===== src/rtl/wdt_kick_ctrl.sv =====
// wdt_kick_ctrl: register-bus front end for the system watchdog timer.
// Handles arm/kick/auto-kick, tracks elapsed time and logs timeouts.
module wdt_kick_ctrl #(
    parameter logic [31:0] KICK_KEY            = 32'h5AFE_C0DE,
    parameter logic [31:0] WARN_CYCLES         = 32'd400_000_000,
    parameter logic [31:0] DEFAULT_AUTO_PERIOD = 32'd100_000_000
) (
    input  logic        clk,
    input  logic        rst,
    input  logic        reg_wr_en,
    input  logic        reg_rd_en,
    input  logic [4:0]  reg_addr,
    input  logic [31:0] reg_wdata,
    output logic [31:0] reg_rdata,
    output logic        reg_rd_valid,
    output logic        wdt_arm,
    output logic        wdt_kick,
    input  logic        wdt_timeout,
    output logic        irq_warn
);

    localparam logic [4:0] A_CTRL    = 5'h00;
    localparam logic [4:0] A_KICK    = 5'h04;
    localparam logic [4:0] A_PERIOD  = 5'h08;
    localparam logic [4:0] A_STATUS  = 5'h0C;
    localparam logic [4:0] A_ELAPSED = 5'h10;

    logic        arm;
    logic        auto_en;
    logic        lock;
    logic        warn_ie;
    logic [31:0] auto_period;
    logic [31:0] auto_cnt;
    logic [31:0] elapsed;
    logic        bad_key;
    logic        to_seen;
    logic [7:0]  to_cnt;
    logic        to_q;

    logic [4:0]  addr;
    logic        wr_ctrl;
    logic        wr_kick;
    logic        wr_period;
    logic        wr_status;
    logic        key_ok;
    logic        kick_man;
    logic        kick_auto;
    logic        kick_now;
    logic        bad_set;
    logic        to_rise;
    logic        warn;
    logic [31:0] rd_mux;

    assign addr      = reg_addr & 5'h1C;
    assign wr_ctrl   = reg_wr_en && (addr == A_CTRL);
    assign wr_kick   = reg_wr_en && (addr == A_KICK);
    assign wr_period = reg_wr_en && (addr == A_PERIOD);
    assign wr_status = reg_wr_en && (addr == A_STATUS);

    assign key_ok    = (reg_wdata == KICK_KEY);
    assign kick_man  = wr_kick && key_ok;
    assign bad_set   = wr_kick && !key_ok;
    assign kick_auto = arm && auto_en && (auto_period != 32'd0)
                       && (auto_cnt == auto_period - 32'd1);
    assign kick_now  = kick_man || kick_auto;

    assign to_rise   = wdt_timeout && !to_q;
    assign warn      = arm && (elapsed >= WARN_CYCLES);
    assign irq_warn  = warn && warn_ie;

    // Control register; once locked, ARM/AUTO_KICK/LOCK can only be set
    always_ff @(posedge clk) begin
        if (rst) begin
            arm     <= 1'b0;
            auto_en <= 1'b0;
            lock    <= 1'b0;
            warn_ie <= 1'b0;
        end else if (wr_ctrl) begin
            arm     <= lock ? (arm | reg_wdata[0]) : reg_wdata[0];
            auto_en <= lock ? (auto_en | reg_wdata[1]) : reg_wdata[1];
            lock    <= lock | reg_wdata[2];
            warn_ie <= reg_wdata[3];
        end
    end

    // Auto-kick period register and its free-running counter
    always_ff @(posedge clk) begin
        if (rst) begin
            auto_period <= DEFAULT_AUTO_PERIOD;
            auto_cnt    <= 32'd0;
        end else begin
            if (wr_period) begin
                auto_period <= reg_wdata;
            end
            if (kick_now || !arm || !auto_en || wr_period) begin
                auto_cnt <= 32'd0;
            end else begin
                auto_cnt <= auto_cnt + 32'd1;
            end
        end
    end

    // Shadow of time since the last kick, saturating
    always_ff @(posedge clk) begin
        if (rst) begin
            elapsed <= 32'd0;
        end else if (!arm || kick_now || to_rise) begin
            elapsed <= 32'd0;
        end else if (elapsed != 32'hFFFF_FFFF) begin
            elapsed <= elapsed + 32'd1;
        end
    end

    // Sticky status bits and timeout log; a set event beats a W1C
    always_ff @(posedge clk) begin
        if (rst) begin
            bad_key <= 1'b0;
            to_seen <= 1'b0;
            to_cnt  <= 8'd0;
            to_q    <= 1'b0;
        end else begin
            to_q    <= wdt_timeout;
            bad_key <= bad_set || (bad_key && !(wr_status && reg_wdata[2]));
            to_seen <= to_rise || (to_seen && !(wr_status && reg_wdata[3]));
            if (to_rise && (to_cnt != 8'hFF)) begin
                to_cnt <= to_cnt + 8'd1;
            end
        end
    end

    // Registered drives toward the timer
    always_ff @(posedge clk) begin
        if (rst) begin
            wdt_arm  <= 1'b0;
            wdt_kick <= 1'b0;
        end else begin
            wdt_arm  <= arm;
            wdt_kick <= kick_now;
        end
    end

    // Read data selection from pre-write register state
    always_comb begin
        rd_mux = 32'd0;
        case (addr)
            A_CTRL:    rd_mux = {28'd0, warn_ie, lock, auto_en, arm};
            A_PERIOD:  rd_mux = auto_period;
            A_STATUS:  rd_mux = {16'd0, to_cnt, 4'd0,
                                 to_seen, bad_key, warn, arm};
            A_ELAPSED: rd_mux = elapsed;
            default:   rd_mux = 32'd0;
        endcase
    end

    // Registered read port; data holds between reads
    always_ff @(posedge clk) begin
        if (rst) begin
            reg_rdata    <= 32'd0;
            reg_rd_valid <= 1'b0;
        end else begin
            reg_rd_valid <= reg_rd_en;
            if (reg_rd_en) begin
                reg_rdata <= rd_mux;
            end
        end
    end

endmodule


===== config.mk =====
export PLATFORM = sky130hd
export DESIGN_NAME = wdt_kick_ctrl
export DESIGN_NICKNAME = d
export VERILOG_FILES = /design/src/rtl/wdt_kick_ctrl.sv
export SDC_FILE = /design/constraint.sdc
export NUM_CORES = 1
export LEC_CHECK = 0
export ABC_AREA = 0
export CELL_PAD_IN_SITES_DETAIL_PLACEMENT = 0
export CELL_PAD_IN_SITES_GLOBAL_PLACEMENT = 1
export CORE_MARGIN = 1
export CORE_UTILIZATION = 46
export DETAILED_ROUTE_END_ITERATION = 8
export HOLD_SLACK_MARGIN = 0.02
export PLACE_DENSITY_LB_ADDON = 0.05
export SLEW_MARGIN = 0
export SYNTH_ARGS = -nofsm -noshare
export SYNTH_HDL_FRONTEND = slang
export SYNTH_SLANG_ARGS = --single-unit

===== constraint.sdc =====
create_clock -name clk -period 5.2 [get_ports clk]
set_clock_uncertainty 0.1 [all_clocks]
set_input_delay 1.04 -clock clk [delete_from_list [all_inputs] [get_ports clk]]
set_output_delay 1.04 -clock clk [all_outputs]
set_load 0.1 [all_outputs]

==> results.json, run 1 <==
{
  "power_density_nw_per_um2": 276,
  "clkTransAtPathRegs_ns": 0.06,
  "cts-buffers-inserted": 17,
  "grt_usage_pct": 26.4,
  "fin_crit_sh_pct": 80.4,
  "wl_met2_mm": 10.0,
  "post_cts_resized": 0,
  "p_int_mw": 1.93,
  "p_leak_nw": 3.29,
  "tritoncts": "built",
  "drc_errors": 0,
  "worst_pin_slew_ns": 1.07,
  "synthCells": 1010,
  "clk_path_buf_depth": 2,
  "cap_violations": 0,
  "ys_seq_area_share_pct": 37.1,
  "cts_setup_buffers": 0,
  "sequentialPowerShare_pct": 44.7,
  "root_buffer": "clkbuf_16",
  "place_ws_ns": 1.45,
  "post_synth.cell_area_avg_sq_um": 7.81,
  "ys.flop_type": "dfxtp_1",
  "area_delta_synth_final_pct": 18.2,
  "async_flop_share_pct": 0,
  "cp.required_ns": 4.06,
  "path_max_fanout": 7,
  "arrival_ns": 3.04,
  "stdcell_area_sq_um": 9320,
  "p_sw_share_pct": 25.2,
  "synth_xor_area_share_pct": 12.5,
  "wl_mm": 22.5,
  "place_area_sq_um": 8740,
  "power_switching_mw": 0.650,
  "layout_min_cycle_time_ns": 4.18,
  "vias": 7103,
  "max_freq_mhz": 239,
  "rows": 47,
  "setup_viol": 0,
  "clock_sinks": 146,
  "yosys.area_share.simple_pct": 33.3,
  "htreeDepth": 4,
  "grt_overflow": 0,
  "n_fill_cell": 1664,
  "holdWs_ns": 0.374,
  "dp_hpwl_mm": 15.8,
  "hold_buffers": 0,
  "setup_ws_ns": 1.02,
  "die_h_um": 133,
  "antenna_cells": 0,
  "ir_drop_v": 0.000248,
  "ios": 78,
  "wl_met1_mm": 11.2,
  "combPwrFrac_pct": 7.5,
  "synthMuxAreaShare_pct": 1.81,
  "rsz0062_at_grt": "no",
  "finalMaxSlewViolations": 0,
  "synthAdderAreaFrac_pct": 0.793,
  "fin_cells": 1281,
  "port_buffers": 75,
  "core-area_sq_um": 16600,
  "place.gp.congestion": 0.853,
  "hold_violations": 0,
  "dieArea_sq_um": 17700,
  "post_drt_wl_per_cell_um": 17.6,
  "ys_warn_count": 0,
  "cp-end-kind": "primary output",
  "dp.cells": 1250,
  "fin_tns_setup_ns": 0,
  "ys_ff_latch": 146,
  "start_util_pct": 47.4,
  "synth_fp_nets": 1057,
  "critPathKind": "reg -> out",
  "postRouteAntennaNets": 0,
  "nets": 1096,
  "ys_types": 57,
  "synth_top_family_by_area": "simple AND/OR/NAND/NOR gates",
  "status": "complete, no violations",
  "fp.dieW_um": 133,
  "grt_max_degree": 82,
  "drive_above_1_share_pct": 5.47,
  "synth-compound-area-share_pct": 10.6,
  "synthesis.area_sq_um": 7890,
  "grt_pass1_vias": 6660,
  "drtIter0Drc": 503,
  "grt_first_pass_wirelength_mm": 36.4,
  "synth_edf_count": 0,
  "clk_latency_ns": 0.43,
  "cp-start-kind": "flip-flop",
  "top_layer": "met4",
  "min_path_type": "reg -> reg",
  "dr.pass1.iters": 4,
  "slew_headroom_pct": 28.2,
  "met3_length_mm": 1.02,
  "power.share.clock_pct": 47.8,
  "antenna_found_initial": 0,
  "drt-vias-per-instance": 5.54
}
-- power groups by stage --
stage / combinational, mW / sequential (mW) / clock [mW]
finish: 0.192 / 1.15 / 1.23
global route: 0.210 / 1.15 / 1.28
CTS: 0.193 / 1.15 / 1.24
detailed placement: 0.192 / 1.18 / 0
global placement: 0.191 / 1.18 / 0
floorplan: 0.101 / 1.19 / 0
-- area by class of cell --
cell class / instances / area [sq um] / share of cell area, %
clock inverter: 11 / 133 / 1.42
multi-input combinational: 788 / 4680 / 50.2
inverter: 10 / 37.5 / 0.403
sequential: 146 / 2920 / 31.3
timing repair buffer: 86 / 828 / 8.88
tap: 220 / 275 / 2.95
clock buffer: 20 / 447 / 4.79
-- placed cells by master, fill, tap and decap left out, types with 4 or more instances in the layout --
master,n
nand2_1,149
dfxtp_1,146
nor2_1,117
clkdlybuf4s50_1,74
a21oi_1,67
xnor2_1,64
xor2_1,49
nor4_1,44
nand3_1,41
nor2b_1,37
nor3_1,27
o21ai_0,24
nand4_1,22
a22o_1,19
clkbuf_16,17
and3_1,14
nand3b_1,13
mux2i_1,12
buf_4,11
inv_1,10
and2_1,9
or3_1,7
nand2b_1,6
nor4b_1,5
ha_1,5
clkinvlp_4,5
nor3b_1,4
nand4b_1,4
-- worst paths after layout --
kind                            slack [ns]  depth (start not counted)           end            from
worst max register to register        1.61                         11   auto_cnt[5]  auto_period[0]
worst min-delay path                  0.37                          2  reg_rdata[1]    reg_rdata[1]
worst min register to register        0.37                          2  reg_rdata[1]    reg_rdata[1]
worst max-delay path                  1.02                          7      irq_warn     elapsed[15]
-- critical path: stages, from the launching register on --
cell and delay, ns:
dfxtp_1 0.47, nand4_1 0.22, a21oi_1 0.24, o21a_1 0.15, o2111ai_1 0.11, nand3_1 0.14
and2_1 0.16, clkdlybuf4s50_1 1.13
-- cell families after synthesis --
family	after synthesis
buffers and inverters	76
multiplexers	14
AO/OA/AOI/OAI	136
AND/OR/NAND/NOR	520
XOR/XNOR	113
flip-flops	146
adder cells (fa/ha/maj)	5
-- per-layer routing --
metal  GRT usage, %  vias to the layer above
met1           37.8                     3349
met5              0                        -
met4           7.02                        0
li1               -                     3570
met2           41.1                      167
met3           3.91                       17
-- synthesized netlist by cell type, types with 9 or more instances --
cell type	number	area [sq um]
nand2_1	149	559
a21oi_1	67	335
xor2_1	49	429
o21ai_0	24	120
and2_1	9	56.3
nor2b_1	38	238
and3_1	14	87.6
nand3_1	41	205
dfxtp_1	146	2920
nand4_1	22	138
nand3b_1	13	97.6
xnor2_1	64	561
a22o_1	19	166
nor2_1	118	443
inv_1	10	37.5
nor4_1	44	275
mux2i_1	12	120
clkbuf_1	57	214
nor3_1	27	135
-- stage by stage --
| step | utilization (%) | power (mW) |
|---|---|---|
| 3_3_place_gp | 52.5 | 1.37 |
| 4_1_cts | 56.0 | 2.59 |
| 3_5_place_dp | 52.5 | 1.37 |
| 5_1_grt | 56.0 | 2.64 |
| 6_report | 56.0 | 2.58 |
| 2_1_floorplan | - | 1.29 |
-- registers in the layout (all words and copies together) (netlist names) --
| signal | flops |
|---|---|
| to_cnt | 8 |
| warn_ie | 1 |
| to_q | 1 |
| bad_key | 1 |
| auto_en | 1 |
| wdt_kick | 1 |
| auto_cnt | 32 |
| elapsed | 32 |
| lock | 1 |
| reg_rdata | 32 |
| wdt_arm | 1 |
| arm | 1 |
| auto_period | 32 |
| to_seen | 1 |
| reg_rd_valid | 1 |
(Power assumes the default switching activity.)
==> run 2: changes to the inputs <==
Settings changed: CORE_UTILIZATION 46 to 43.
Clock period 5.2 ns to 4.4 ns, I/O delays scaled along.
==> results.json, run 2 (synthesis results as in run 1) <==
{
  "cts-buffers-inserted": 17,
  "grt_use_met2_pct": 40.7,
  "p_sw_share_pct": 27.0,
  "sequentialPowerShare_pct": 45.4,
  "power_density_nw_per_um2": 319,
  "nets": 1102,
  "tritoncts": "built",
  "htreeDepth": 4,
  "root_buffer": "clkbuf_16",
  "layout_min_cycle_time_ns": 3.62,
  "slew_headroom_pct": 29.8,
  "ios": 78,
  "start_util_pct": 43.9,
  "fp.dieW_um": 137,
  "min_path_type": "reg -> reg",
  "grt_pass1_vias": 6546,
  "hold_start": "warn_ie",
  "grt_max_degree": 82,
  "combPwrFrac_pct": 7.9,
  "drc_errors": 0,
  "clock_sinks": 146,
  "rsz0062_at_grt": "no",
  "power.share.clock_pct": 46.6,
  "p_leak_nw": 3.33,
  "antenna_cells": 0,
  "fin_tns_setup_ns": 0,
  "stdcell_area_sq_um": 9370,
  "final_cell_mix": "nand2_1 (149), dfxtp_1 (146), nor2_1 (117)",
  "post_drt_wl_per_cell_um": 18.0,
  "cp-end-kind": "flip-flop",
  "clk_path_buf_depth": 2,
  "final_common_cell": "nand2_1",
  "worstPathCellList": "inv_1, ha_1, nor4b_2, nand4_1, xnor2_1, o2111ai_1, nor4_1, nand4_1, o41ai_4, buf_4, nor2b_1",
  "cp-start-kind": "flip-flop",
  "crit_buf_inv": 2,
  "ir_drop_v": 0.000283,
  "vias": 7050,
  "dieArea_sq_um": 18900,
  "power_switching_mw": 0.807,
  "place_area_sq_um": 8810,
  "finalMaxSlewViolations": 0,
  "p_int_mw": 2.18,
  "status": "complete, no violations",
  "reg2reg_to": "wdt_kick",
  "met1_usage_pct": 34.9,
  "wl_mm": 23.3,
  "dp_hpwl_mm": 16.6,
  "dr.pass1.iters": 5,
  "r2r_slack_ns": 0.78,
  "grt_overflow": 0,
  "die_h_um": 137,
  "antenna_found_initial": 0,
  "critPathKind": "reg -> reg",
  "finish.utilization_pct": 52.2,
  "slowest_delay_ns": 0.49,
  "path_common_cell": "nand4_1",
  "critical-path-slowest-cell": "buf_4",
  "hold_violations": 0,
  "grt_first_pass_wirelength_mm": 36.6,
  "whs_endpoint": "warn_ie",
  "hold_buffers": 0,
  "port_buffers": 75,
  "grt.busiest_layer": "met2",
  "drive_above_1_share_pct": 6.27,
  "cap_violations": 0,
  "area_delta_synth_final_pct": 18.8,
  "drt-vias-per-instance": 5.44,
  "setup_viol": 0,
  "place.gp.congestion": 0.857,
  "cp.required_ns": 4.66,
  "rows": 49,
  "grtUsageMet3_pct": 5.11,
  "fin_crit_sh_pct": 82.2,
  "core-area_sq_um": 18000,
  "clkTransAtPathRegs_ns": 0.07,
  "post_cts_resized": 0,
  "holdPathStages": 2,
  "arrival_ns": 3.88,
  "rr_worst_depth": 11,
  "critical-path-top-delay-family": "simple AND/OR/NAND/NOR gates",
  "drtIter0Drc": 417,
  "n_fill_cell": 1792,
  "rr_startpoint": "auto_period[0]",
  "postRouteAntennaNets": 0,
  "clk_latency_ns": 0.43,
  "path_max_fanout": 43,
  "grt_usage_pct": 25.9,
  "cts_setup_buffers": 0,
  "worst_pin_slew_ns": 1.05,
  "max_freq_mhz": 276
}
-- run 2: changes by cell type in the layout (fill, tap and decap cells not counted), moves of 2 or more --
| cell | previous run | this run |
|---|---|---|
| buf_4 | 11 | 17 |
| bufinv_16 | 2 | 0 |
| clkbuf_1 | 2 | 0 |
| clkinv_2 | 0 | 2 |
| clkinvlp_4 | 5 | 1 |
| inv_6 | 1 | 7 |
-- run 2: worst max path at each step --
stage / start / to / cells after the start / slack [ns]
after floorplan: auto_period[0] / auto_cnt[18] / 13 / 1.45
after global placement: reg_wdata[27] / auto_cnt[4] / 8 / 0.66
after detailed placement: reg_wdata[27] / wdt_kick / 8 / 0.66
after CTS: auto_period[0] / wdt_kick / 11 / 0.76
after global routing: auto_period[0] / wdt_kick / 11 / 0.37
final: auto_period[0] / wdt_kick / 11 / 0.78
-- run 2: metrics by stage --
stage	total power, mW	hold slack, ns	setup slack [ns]	instances
finish	2.99	0.378	0.782	1297
global placement	1.62	0.365	0.664	1265
global route	3.09	0.406	0.375	1297
CTS	3.01	0.377	0.757	1297
detailed placement	1.62	0.367	0.663	1265
floorplan	1.53	0.342	1.45	1010
-- run 2: area by class of cell --
type / count / area, sq um / area share (%)
clock buffer: 18 / 439 / 4.69
clock inverter: 14 / 121 / 1.30
inverter: 10 / 37.5 / 0.401
multi-input combinational: 788 / 4680 / 49.9
sequential: 146 / 2920 / 31.2
tap: 229 / 287 / 3.06
timing repair buffer: 92 / 883 / 9.43
-- run 2: power by group through the flow --
stage | sequential (mW) | clock, mW | combinational (mW)
2_1_floorplan | 1.41 | 0 | 0.119
3_3_place_gp | 1.39 | 0 | 0.236
3_5_place_dp | 1.39 | 0 | 0.236
4_1_cts | 1.36 | 1.42 | 0.238
5_1_grt | 1.36 | 1.48 | 0.256
6_report | 1.36 | 1.39 | 0.237
-- run 2: worst reg2reg max path: stages, from the launching register on --
cell and delay, ns:
dfxtp_1 0.36, inv_1 0.10, ha_1 0.31, nor4b_2 0.42, nand4_1 0.28, xnor2_1 0.29, o2111ai_1 0.16, nor4_1 0.27
nand4_1 0.17, o41ai_4 0.37, buf_4 0.49, nor2b_1 0.23
-- run 2: per-layer routing --
metal  wire length, um  up-vias
met1             11300     3306
met3               827       36
met2             10600      123
met5                 0        -
met4               569        0
li1                  -     3585
==> run 3: changes to the inputs <==
Settings changed: CORE_UTILIZATION 43 to 39.
Clock period 4.4 ns to 3.2 ns, I/O delays scaled along.
==> results.json, run 3 (synthesis results as in run 1) <==
{
  "status": "complete, no violations",
  "grt_first_pass_wirelength_mm": 37.3,
  "p_sw_share_pct": 25.2,
  "rsz0062_at_grt": "no",
  "drt-vias-per-instance": 5.24,
  "area_delta_synth_final_pct": 23.1,
  "vias": 7172,
  "drc_errors": 0,
  "cap_violations": 0,
  "finalMaxSlewViolations": 0,
  "grt_max_degree": 82,
  "start_util_pct": 40.1,
  "p_leak_nw": 3.61,
  "grt_usage_pct": 23.8,
  "holdWs_ns": 0.382,
  "die_h_um": 144,
  "place.gp.congestion": 0.795,
  "port_buffers": 75,
  "path_max_fanout": 33,
  "dr.pass1.iters": 5,
  "critPathKind": "reg -> reg",
  "slew_headroom_pct": 41.7,
  "reg2reg_to": "wdt_kick",
  "rr_worst_depth": 12,
  "power.total_mw": 4.19,
  "post_drt_wl_per_cell_um": 17.3,
  "dp_hpwl_mm": 17.1,
  "clock_sinks": 146,
  "sequentialPowerShare_pct": 44.5,
  "worst_pin_slew_ns": 0.875,
  "setup_viol": 0,
  "cp-end-kind": "flip-flop",
  "dieArea_sq_um": 20800,
  "n_fill_cell": 2037,
  "core-area_sq_um": 19700,
  "grt_overflow": 0,
  "rr_startpoint": "auto_period[0]",
  "r2r_slack_ns": 0.22,
  "power.share.clock_pct": 47.1,
  "seq_area_sq_um": 2920,
  "power_density_nw_per_um2": 431,
  "ios": 78,
  "final_common_cell": "nand2_1",
  "whs_endpoint": "warn_ie",
  "hold_start": "warn_ie",
  "cts-buffers-inserted": 17,
  "hold_violations": 0,
  "min_path_type": "reg -> reg",
  "drive_above_1_share_pct": 12.9,
  "rows": 51,
  "grt_pass1_vias": 6570,
  "multi_input_area_sq_um": 4730,
  "postRouteAntennaNets": 0,
  "clk_latency_ns": 0.43,
  "p_int_mw": 3.13,
  "fin_tns_setup_ns": 0,
  "drtIter0Drc": 488,
  "antenna_cells": 0,
  "root_buffer": "clkbuf_16",
  "fin_cells": 1370,
  "nets": 1139,
  "tritoncts": "built",
  "holdPathStages": 2,
  "fin_crit_sh_pct": 93.1,
  "layout_min_cycle_time_ns": 2.98,
  "dp.cells": 1337,
  "htreeDepth": 4,
  "ir_drop_v": 0.000361,
  "max_freq_mhz": 336,
  "clkTransAtPathRegs_ns": 0.06,
  "clk_path_buf_depth": 2,
  "cp.required_ns": 3.46,
  "antenna_found_initial": 0,
  "fp.dieW_um": 144,
  "wl_mm": 23.7,
  "power_switching_mw": 1.06,
  "cp-start-kind": "flip-flop",
  "final_cell_mix": "nand2_1 (149), dfxtp_1 (146), nor2_1 (116)",
  "combPwrFrac_pct": 8.4,
  "arrival_ns": 3.24
}
==> run 3: routing by layer <==
layer,vias up,global-route usage [%],share of wire [%]
met4,0,6.59,1.2
met5,-,0,0
li1,3655,-,-
met3,17,3.54,3.9
met1,3363,35.0,51
met2,137,35.9,44
==> run 3: metrics by stage <==
stage | setup WS [ns] | area (sq um) | utilization (%)
final | 0.220 | 9700 | 49.4
after detailed placement | 0.0514 | 9070 | 46.2
after global placement | 0.0516 | 9070 | 46.2
after floorplan | 0.250 | 7890 | -
after CTS | 0.0398 | 9640 | 49.1
after global routing | 0.0228 | 9700 | 49.4
==> run 3: area by class of cell <==
| type | count | share of cell area [%] |
|---|---|---|
| Sequential cell | 146 | 30.1 |
| Tap cell | 265 | 3.42 |
| Clock buffer | 20 | 4.50 |
| Inverter | 10 | 0.387 |
| Clock inverter | 12 | 1.35 |
| Multi-Input combinational cell | 788 | 48.8 |
| Timing Repair Buffer | 129 | 11.4 |
==> run 3: repair_timing <==
| item | in CTS | in global routing |
|---|---|---|
| hold buffers | 0 | 0 |
| setup buffers | 0 | 1 |
| setup endpoints to repair | 0 | 65 |
| resized for setup | 0 | 9 |
| endpoints found under the hold margin | 0 | 0 |
==> run 3: critical path, cell delays in order (launching register included) <==
cell	delay, ns
dfxtp_1	0.31
inv_1	0.09
ha_1	0.18
nor4b_4	0.30
nand2_1	0.24
buf_4	0.20
nor3_1	0.17
xnor2_1	0.08
o21ai_0	0.16
nand4_1	0.17
o41ai_4	0.52
buf_12	0.27
nor2b_1	0.15
==> run 3: worst max-delay path by stage <==
stage                               from           end  slack [ns]  depth (start not counted)
final                     auto_period[0]      wdt_kick        0.22                         12
after detailed placement  auto_period[0]      wdt_kick        0.05                         11
after global placement    auto_period[0]      wdt_kick        0.05                         11
after floorplan           auto_period[0]  auto_cnt[18]        0.25                         13
after CTS                 auto_period[0]      wdt_kick        0.04                         11
after global routing      auto_period[0]      wdt_kick        0.02                         11
==> run 3: power groups by stage <==
stage	Combinational [mW]	Clock (mW)	Sequential [mW]
finish	0.352	1.97	1.86
global route	0.379	2.10	1.87
CTS	0.348	2.01	1.86
detailed placement	0.346	0	1.90
global placement	0.347	0	1.90
floorplan	0.164	0	1.94
